<file path="src/rtl/vdp_arb_pkg.sv">
// Shared types and helpers for the super-res VRAM arbiter.
// - slot_owner_t : who owns the current 4-clock VRAM slot
// - ret_entry_t  : one entry of the completion/return pipeline
// - lane_select  : picks byte lane [lane] out of a 32-bit word
// - lane_onehot  : write byte-enable for a byte address
package vdp_arb_pkg;

   typedef enum logic [1:0] {
      OWN_NONE    = 2'd0,
      OWN_DISPLAY = 2'd1,
      OWN_CPU     = 2'd2,
      OWN_CMD     = 2'd3
   } slot_owner_t;

   localparam int SLOT_LEN  = 4;
   localparam int SLOT_BITS = $clog2(SLOT_LEN);

   typedef struct packed {
      logic        valid;
      slot_owner_t owner;
      logic [1:0]  lane;
      logic        is_read;
   } ret_entry_t;

   function automatic logic [7:0] lane_select(input logic [31:0] word, input logic [1:0] lane);
      return word[8*lane +: 8];
   endfunction

   function automatic logic [3:0] lane_onehot(input logic [1:0] lane);
      return 4'b0001 << lane;
   endfunction

endpackage

</file>
<file path="src/rtl/vdp_arb_return_pipe.sv">
// Completion pipeline for cpu/cmd accesses.
// Every issued cpu/cmd access enters stage 0. Writes complete out of stage 0
// (one clock after issue); reads ride to stage READ_LATENCY-1 and complete
// there, taking their byte from mem_rdata in that same cycle.
// Ports:
//   clk, reset                     - clock, synchronous active-high reset
//   issue_valid/owner/lane/read    - access issued this cycle
//   mem_rdata                      - read data from the SDRAM controller
//   cpu_ack/cpu_rdata              - CPU completion pulse and held read byte
//   cmd_ack/cmd_rdata              - command-engine completion and read byte
module vdp_arb_return_pipe
   import vdp_arb_pkg::*;
#(
   parameter int READ_LATENCY = 2
) (
   input  logic        clk,
   input  logic        reset,
   input  logic        issue_valid,
   input  slot_owner_t issue_owner,
   input  logic [1:0]  issue_lane,
   input  logic        issue_read,
   input  logic [31:0] mem_rdata,
   output logic        cpu_ack,
   output logic [7:0]  cpu_rdata,
   output logic        cmd_ack,
   output logic [7:0]  cmd_rdata
);

   ret_entry_t stage [READ_LATENCY];
   logic [7:0] cpu_rdata_q, cmd_rdata_q, rd_byte;
   logic       write_done, read_done, cpu_rd_now, cmd_rd_now;

   always_ff @(posedge clk) begin
      if (reset) begin
         for (int k = 0; k < READ_LATENCY; k++) stage[k] <= '0;
      end else begin
         stage[0] <= '{valid: issue_valid, owner: issue_owner,
                       lane: issue_lane, is_read: issue_read};
         // Writes have already completed out of stage 0; only reads travel on.
         for (int k = 1; k < READ_LATENCY; k++) begin
            stage[k]       <= stage[k-1];
            stage[k].valid <= stage[k-1].valid & stage[k-1].is_read;
         end
      end
   end

   always_comb begin
      write_done = stage[0].valid && !stage[0].is_read;
      read_done  = stage[READ_LATENCY-1].valid && stage[READ_LATENCY-1].is_read;
      rd_byte    = lane_select(mem_rdata, stage[READ_LATENCY-1].lane);
      cpu_rd_now = read_done && (stage[READ_LATENCY-1].owner == OWN_CPU);
      cmd_rd_now = read_done && (stage[READ_LATENCY-1].owner == OWN_CMD);
   end

   always_ff @(posedge clk) begin
      if (reset) begin
         cpu_rdata_q <= '0;
         cmd_rdata_q <= '0;
      end else begin
         if (cpu_rd_now) cpu_rdata_q <= rd_byte;
         if (cmd_rd_now) cmd_rdata_q <= rd_byte;
      end
   end

   // The read byte is visible in the ack cycle itself, then held.
   always_comb begin
      cpu_ack   = !reset && ((write_done && stage[0].owner == OWN_CPU) || cpu_rd_now);
      cmd_ack   = !reset && ((write_done && stage[0].owner == OWN_CMD) || cmd_rd_now);
      cpu_rdata = reset ? 8'h00 : (cpu_rd_now ? rd_byte : cpu_rdata_q);
      cmd_rdata = reset ? 8'h00 : (cmd_rd_now ? rd_byte : cmd_rdata_q);
   end

endmodule

</file>
<file path="src/rtl/vdp_super_vram_arbiter.sv">
// Shares the single 32-bit VRAM/SDRAM port between display fetch, CPU,
// command engine and refresh using 4-clock slots aligned to cx[1:0]==0.
// Handshake: a requester raises req (with wr/addr/wdata stable) and holds it
// until its one-cycle ack; a request rising in a decision cycle is eligible
// immediately; dropping req after grant does not cancel the access.
// Ports:
//   clk, reset                   - clock, synchronous active-high reset
//   vdp_super, super_res_drawing - display fetch enable / window
//   cx, display_addr             - pixel column, next display word address
//   cpu_* / cmd_*                - byte-wide request ports
//   mem_*                        - command strobe and data to SDRAM controller
//   slot_owner                   - 0 none, 1 display, 2 cpu, 3 cmd
module vdp_super_vram_arbiter
   import vdp_arb_pkg::*;
#(
   parameter int READ_LATENCY = 2,
   parameter int REFRESH_X    = 720
) (
   input  logic        clk,
   input  logic        reset,
   input  logic        vdp_super,
   input  logic        super_res_drawing,
   input  logic [9:0]  cx,
   input  logic [17:0] display_addr,
   input  logic        cpu_req,
   input  logic        cpu_wr,
   input  logic [19:0] cpu_addr,
   input  logic [7:0]  cpu_wdata,
   output logic        cpu_ack,
   output logic [7:0]  cpu_rdata,
   input  logic        cmd_req,
   input  logic        cmd_wr,
   input  logic [19:0] cmd_addr,
   input  logic [7:0]  cmd_wdata,
   output logic        cmd_ack,
   output logic [7:0]  cmd_rdata,
   output logic        mem_valid,
   output logic        mem_refresh,
   output logic        mem_wr,
   output logic [17:0] mem_addr,
   output logic [3:0]  mem_be,
   output logic [31:0] mem_wdata,
   input  logic [31:0] mem_rdata,
   output logic [1:0]  slot_owner
);

   localparam logic [9:0] REFRESH_CX = 10'(REFRESH_X);

   logic        decision, refresh_slot, cpu_elig, cmd_elig, cpu_pend, cmd_pend;
   logic        issue_valid, issue_read;
   logic [1:0]  issue_lane;
   slot_owner_t grant, owner_q, rr_last;

   assign decision = (cx[SLOT_BITS-1:0] == '0) && !reset;
   // A requester with an access in flight sits out until its ack.
   assign cpu_elig = cpu_req && !cpu_pend;
   assign cmd_elig = cmd_req && !cmd_pend;

   always_comb begin
      grant        = OWN_NONE;
      refresh_slot = 1'b0;
      if (decision) begin
         if (cx == REFRESH_CX)                     refresh_slot = 1'b1;
         else if (vdp_super && super_res_drawing)  grant = OWN_DISPLAY;
         else if (cpu_elig && (!cmd_elig || rr_last == OWN_CMD)) grant = OWN_CPU;
         else if (cmd_elig)                        grant = OWN_CMD;
      end
   end

   always_comb begin
      mem_valid   = refresh_slot || (grant != OWN_NONE);
      mem_refresh = refresh_slot;
      mem_wr      = 1'b0;
      mem_addr    = '0;
      mem_be      = '0;
      mem_wdata   = '0;
      issue_valid = 1'b0;
      issue_read  = 1'b0;
      issue_lane  = '0;
      case (grant)
         OWN_DISPLAY: begin
            mem_addr = display_addr;
            mem_be   = 4'hF;
         end
         OWN_CPU: begin
            mem_wr      = cpu_wr;
            mem_addr    = cpu_addr[19:2];
            mem_be      = cpu_wr ? lane_onehot(cpu_addr[1:0]) : 4'hF;
            mem_wdata   = cpu_wr ? {4{cpu_wdata}} : 32'h0;
            issue_valid = 1'b1;
            issue_read  = !cpu_wr;
            issue_lane  = cpu_addr[1:0];
         end
         OWN_CMD: begin
            mem_wr      = cmd_wr;
            mem_addr    = cmd_addr[19:2];
            mem_be      = cmd_wr ? lane_onehot(cmd_addr[1:0]) : 4'hF;
            mem_wdata   = cmd_wr ? {4{cmd_wdata}} : 32'h0;
            issue_valid = 1'b1;
            issue_read  = !cmd_wr;
            issue_lane  = cmd_addr[1:0];
         end
         default: ;
      endcase
   end

   always_ff @(posedge clk) begin
      if (reset) begin
         owner_q  <= OWN_NONE;
         rr_last  <= OWN_CMD;
         cpu_pend <= 1'b0;
         cmd_pend <= 1'b0;
      end else begin
         if (decision) owner_q <= grant;
         if (grant == OWN_CPU || grant == OWN_CMD) rr_last <= grant;
         if (grant == OWN_CPU)  cpu_pend <= 1'b1;
         else if (cpu_ack)      cpu_pend <= 1'b0;
         if (grant == OWN_CMD)  cmd_pend <= 1'b1;
         else if (cmd_ack)      cmd_pend <= 1'b0;
      end
   end

   assign slot_owner = reset ? OWN_NONE : (decision ? grant : owner_q);

   vdp_arb_return_pipe #(.READ_LATENCY(READ_LATENCY)) u_ret (
      .clk         (clk),
      .reset       (reset),
      .issue_valid (issue_valid),
      .issue_owner (grant),
      .issue_lane  (issue_lane),
      .issue_read  (issue_read),
      .mem_rdata   (mem_rdata),
      .cpu_ack     (cpu_ack),
      .cpu_rdata   (cpu_rdata),
      .cmd_ack     (cmd_ack),
      .cmd_rdata   (cmd_rdata)
   );

endmodule

</file>
<file path="config.mk">
export PLATFORM = sky130hd
export DESIGN_NAME = vdp_super_vram_arbiter
export DESIGN_NICKNAME = d
export VERILOG_FILES = /design/src/rtl/vdp_arb_pkg.sv /design/src/rtl/vdp_arb_return_pipe.sv /design/src/rtl/vdp_super_vram_arbiter.sv
export SDC_FILE = /design/constraint.sdc
export NUM_CORES = 1
export LEC_CHECK = 0
export BUFFER_PORTS_ARGS = -buffer_cell sky130_fd_sc_hd__buf_2
export CORE_MARGIN = 3
export CORE_UTILIZATION = 41
export CTS_CLUSTER_DIAMETER = 50
export DETAILED_ROUTE_END_ITERATION = 10
export GPL_TIMING_DRIVEN = 0
export PLACE_DENSITY = 0.9
export SLEW_MARGIN = 30
export SYNTH_ARGS = -nofsm -noshare
export SYNTH_HDL_FRONTEND = slang
export SYNTH_SLANG_ARGS = --single-unit
</file>
<file path="constraint.sdc">
create_clock -name clk -period 5.5 [get_ports clk]
set_clock_uncertainty 0.1 [all_clocks]
set_input_delay 1.1 -clock clk [delete_from_list [all_inputs] [get_ports clk]]
set_output_delay 1.1 -clock clk [all_outputs]
set_load 0.02 [all_outputs]
</file>
==> impl_metrics.tcl <==
set metrics [dict create \
    status "completed" \
    vdd_drop_max_mv 0.0944 \
    internal-power_uw 419 \
    antenna_found_initial 0 \
    std_cell_rows 26 \
    max_cap_viol_count 0 \
    fin_crit_ns 4.17 \
    switching_share_pct 27.0 \
    clkLatencyLatePin_ns 0.27 \
    syn-num-nets 396 \
    worst_ep_required_time_ns 4.30 \
    clock-sinks 34 \
    layout_commonest_cell "buf_2" \
    dieHeight_microns 79.5 \
    drc 0 \
    ctsHoldBuffers 0 \
    num_antenna_cells 0 \
    rsz0062_at_grt "false" \
    arrival_ns 2.97 \
    synth_warnings 0 \
    grt_pass1_vias 2688 \
    crit_top_cell "buf_2" \
    yosysUniqueCellTypes 33 \
    max-slew-margin-rel_pct 48.9 \
    power_leakage_nw 1.87 \
    syn_to_final_growth_pct 53.2 \
    vias_per_cell 5.01 \
    overflow 0 \
    cp_max_fo 10 \
    wl_microns 8150 \
    hold_violations 0 \
    htreeDepth 2 \
    avgSynthCellArea_sq_um 8.15 \
    synth_ff_type "dfxtp_1" \
    setup_tns_ns 0 \
    p_comb_share_pct 24.6 \
    fmax_mhz 240 \
    dieArea_sq_mm 0.00633 \
    grt_pass1_wl_microns 12600 \
    ys_top_cells_by_area "dfxtp_1, mux2i_1, buf_4" \
    drtIter0Drc 87 \
    fin_hold_ws_ns 0.345 \
    dp.cells 542 \
    clockBufferDepth 2 \
    postSynth.asyncResetShare_pct 0 \
    p_clk_share_pct 31.6 \
    path_clk_slew_ns 0.06 \
    multi_input_area_sq_mm 0.00123 \
    grt_usage_pct 25.2 \
    final_cells 550 \
    drt_pass1_iterations 4 \
    ios 201 \
    setup_violations 0 \
    cts_buffers 5 \
    drive_above_1_share_pct 52.1 \
    crit_chain "buf_2, nor3_1, o21ai_2, nor2_1, buf_2, o2bb2ai_1, buf_2" \
    syn_inst 272 \
    seqCellArea_sq_um 681 \
    start_util_pct 42.9 \
    start_kind "input port" \
    cpMaxStageDelayCell "nor2_1" \
    worst_hold_path_type "flop to flop" \
    slew_violations 0 \
    most-common-layout-cells "buf_2, nand2_1, dfxtp_1" \
    synth_edf_count 0 \
    fin_nets 603 \
    worst_pin_slew_ns 0.764 \
    post-cts-setup-buffers 0 \
    switching_power_uw 155 \
    worst-setup-path-type "input port to output pin" \
    fp.dieW_microns 79.5 \
    syn_area_sq_mm 0.00222 \
    powerDensity_mw_per_mm2 169 \
    dp_hpwl_microns 6930 \
    wl_per_cell_microns 14.8 \
    synth_top_cell_area_share_pct 30.7 \
    cts_resized 0 \
    routabilityCongestion 0.840 \
    fin_crit_sh_pct 75.8 \
    power_frac_seq_pct 43.8 \
    seq_area_frac_synth_pct 30.7 \
    numPortBuffers 200 \
    slowest_delay_ns 0.61 \
    crit_path_end_kind "output pin" \
    ant_nets 0 \
    core_sq_mm 0.00517 \
    cts-root-buf "clkbuf_8" \
    synth_seq_cells 34 \
    cts_tree "done" \
    yosysTopAreaCell "dfxtp_1" \
    grt_start_max_net_pins 11 \
    fillers 447 \
    vias 2754 \
]
-- power groups by stage --
stage | clock network [mW] | logic [mW] | registers, mW
6_report | 0.181 | 0.141 | 0.251
5_1_grt | 0.199 | 0.154 | 0.252
4_1_cts | 0.186 | 0.141 | 0.251
3_5_place_dp | 0 | 0.140 | 0.257
3_3_place_gp | 0 | 0.137 | 0.257
2_1_floorplan | 0 | 0.0733 | 0.256
-- Yosys cell counts, drive strengths merged (8+ instances only) --
cell type,n
nand3,18
o2bb2ai,18
dfxtp,34
buf,32
nand2,40
o21ai,10
mux2i,20
nor2,15
clkbuf,10
mux4,8
a21oi,28
inv,12
-- sequential cells by signal (all words and copies together) (netlist names) --
signal	flops
u_ret.stage	12
u_ret.cmd_rdata_q	8
u_ret.cpu_rdata_q	8
owner_q	2
rr_last	2
cmd_pend	1
cpu_pend	1
-- routing by layer --
layer  wire length [microns]  vias to the layer above  global-route usage, %
met3                     741                       14                   5.19
met2                    4280                      154                   49.2
met5                       0                        -                      0
li1                        -                     1358                      -
met1                    2960                     1228                   26.6
met4                     162                        0                   7.22
-- critical path: cells and delay by family --
kind / cells / cell delay (ns)
buf+inv: 3 / 0.66
compound gates: 2 / 0.31
simple gates: 2 / 0.89
-- cell families (layout without fill, tap and decap cells) --
| group | count (synthesis) | after routing | synth area share, % |
|---|---|---|---|
| AO/OA/AOI/OAI | 67 | 67 | 20.0 |
| buffers and inverters | 54 | 262 | 13.7 |
| multiplexers | 28 | 28 | 17.2 |
| flip-flops | 34 | 34 | 30.7 |
| AND/OR/NAND/NOR | 89 | 89 | 18.4 |
-- area by class of cell --
cell class / count / area share (%)
Clock buffer: 7 / 2.54
Inverter: 12 / 1.33
Sequential cell: 34 / 20.0
Tap cell: 70 / 2.58
Timing Repair Buffer: 200 / 29.5
Buffer: 42 / 7.62
Clock inverter: 1 / 0.147
Multi-Input combinational cell: 184 / 36.3
-- metrics by stage --
| step | instance area [sq um] | utilization [%] | power (mW) | setup WS [ns] |
|---|---|---|---|---|
| 3_3_place_gp | 3310 | 63.9 | 0.394 | 1.37 |
| 2_1_floorplan | 2220 | - | 0.330 | 1.57 |
| 4_1_cts | 3400 | 65.7 | 0.578 | 1.34 |
| 5_1_grt | 3400 | 65.7 | 0.605 | 1.12 |
| 3_5_place_dp | 3310 | 63.9 | 0.397 | 1.35 |
| 6_report | 3400 | 65.7 | 0.574 | 1.33 |
-- final timing paths --
kind,end,start,slack [ns],cells past startpoint
worst max-delay path,mem_addr[11],cx[1],1.33,7
worst min-delay path,u_ret.stage[1][2]$_SDFF_PP0_,u_ret.stage[0][2]$_SDFF_PP0_,0.34,1
worst max register to register,u_ret.stage[0][1]$_SDFF_PP0_,cpu_pend$_SDFFE_PP0P_,3.79,5
worst min register to register,u_ret.stage[1][2]$_SDFF_PP0_,u_ret.stage[0][2]$_SDFF_PP0_,0.34,1
Note: power is estimated with default switching activity, not from simulation.
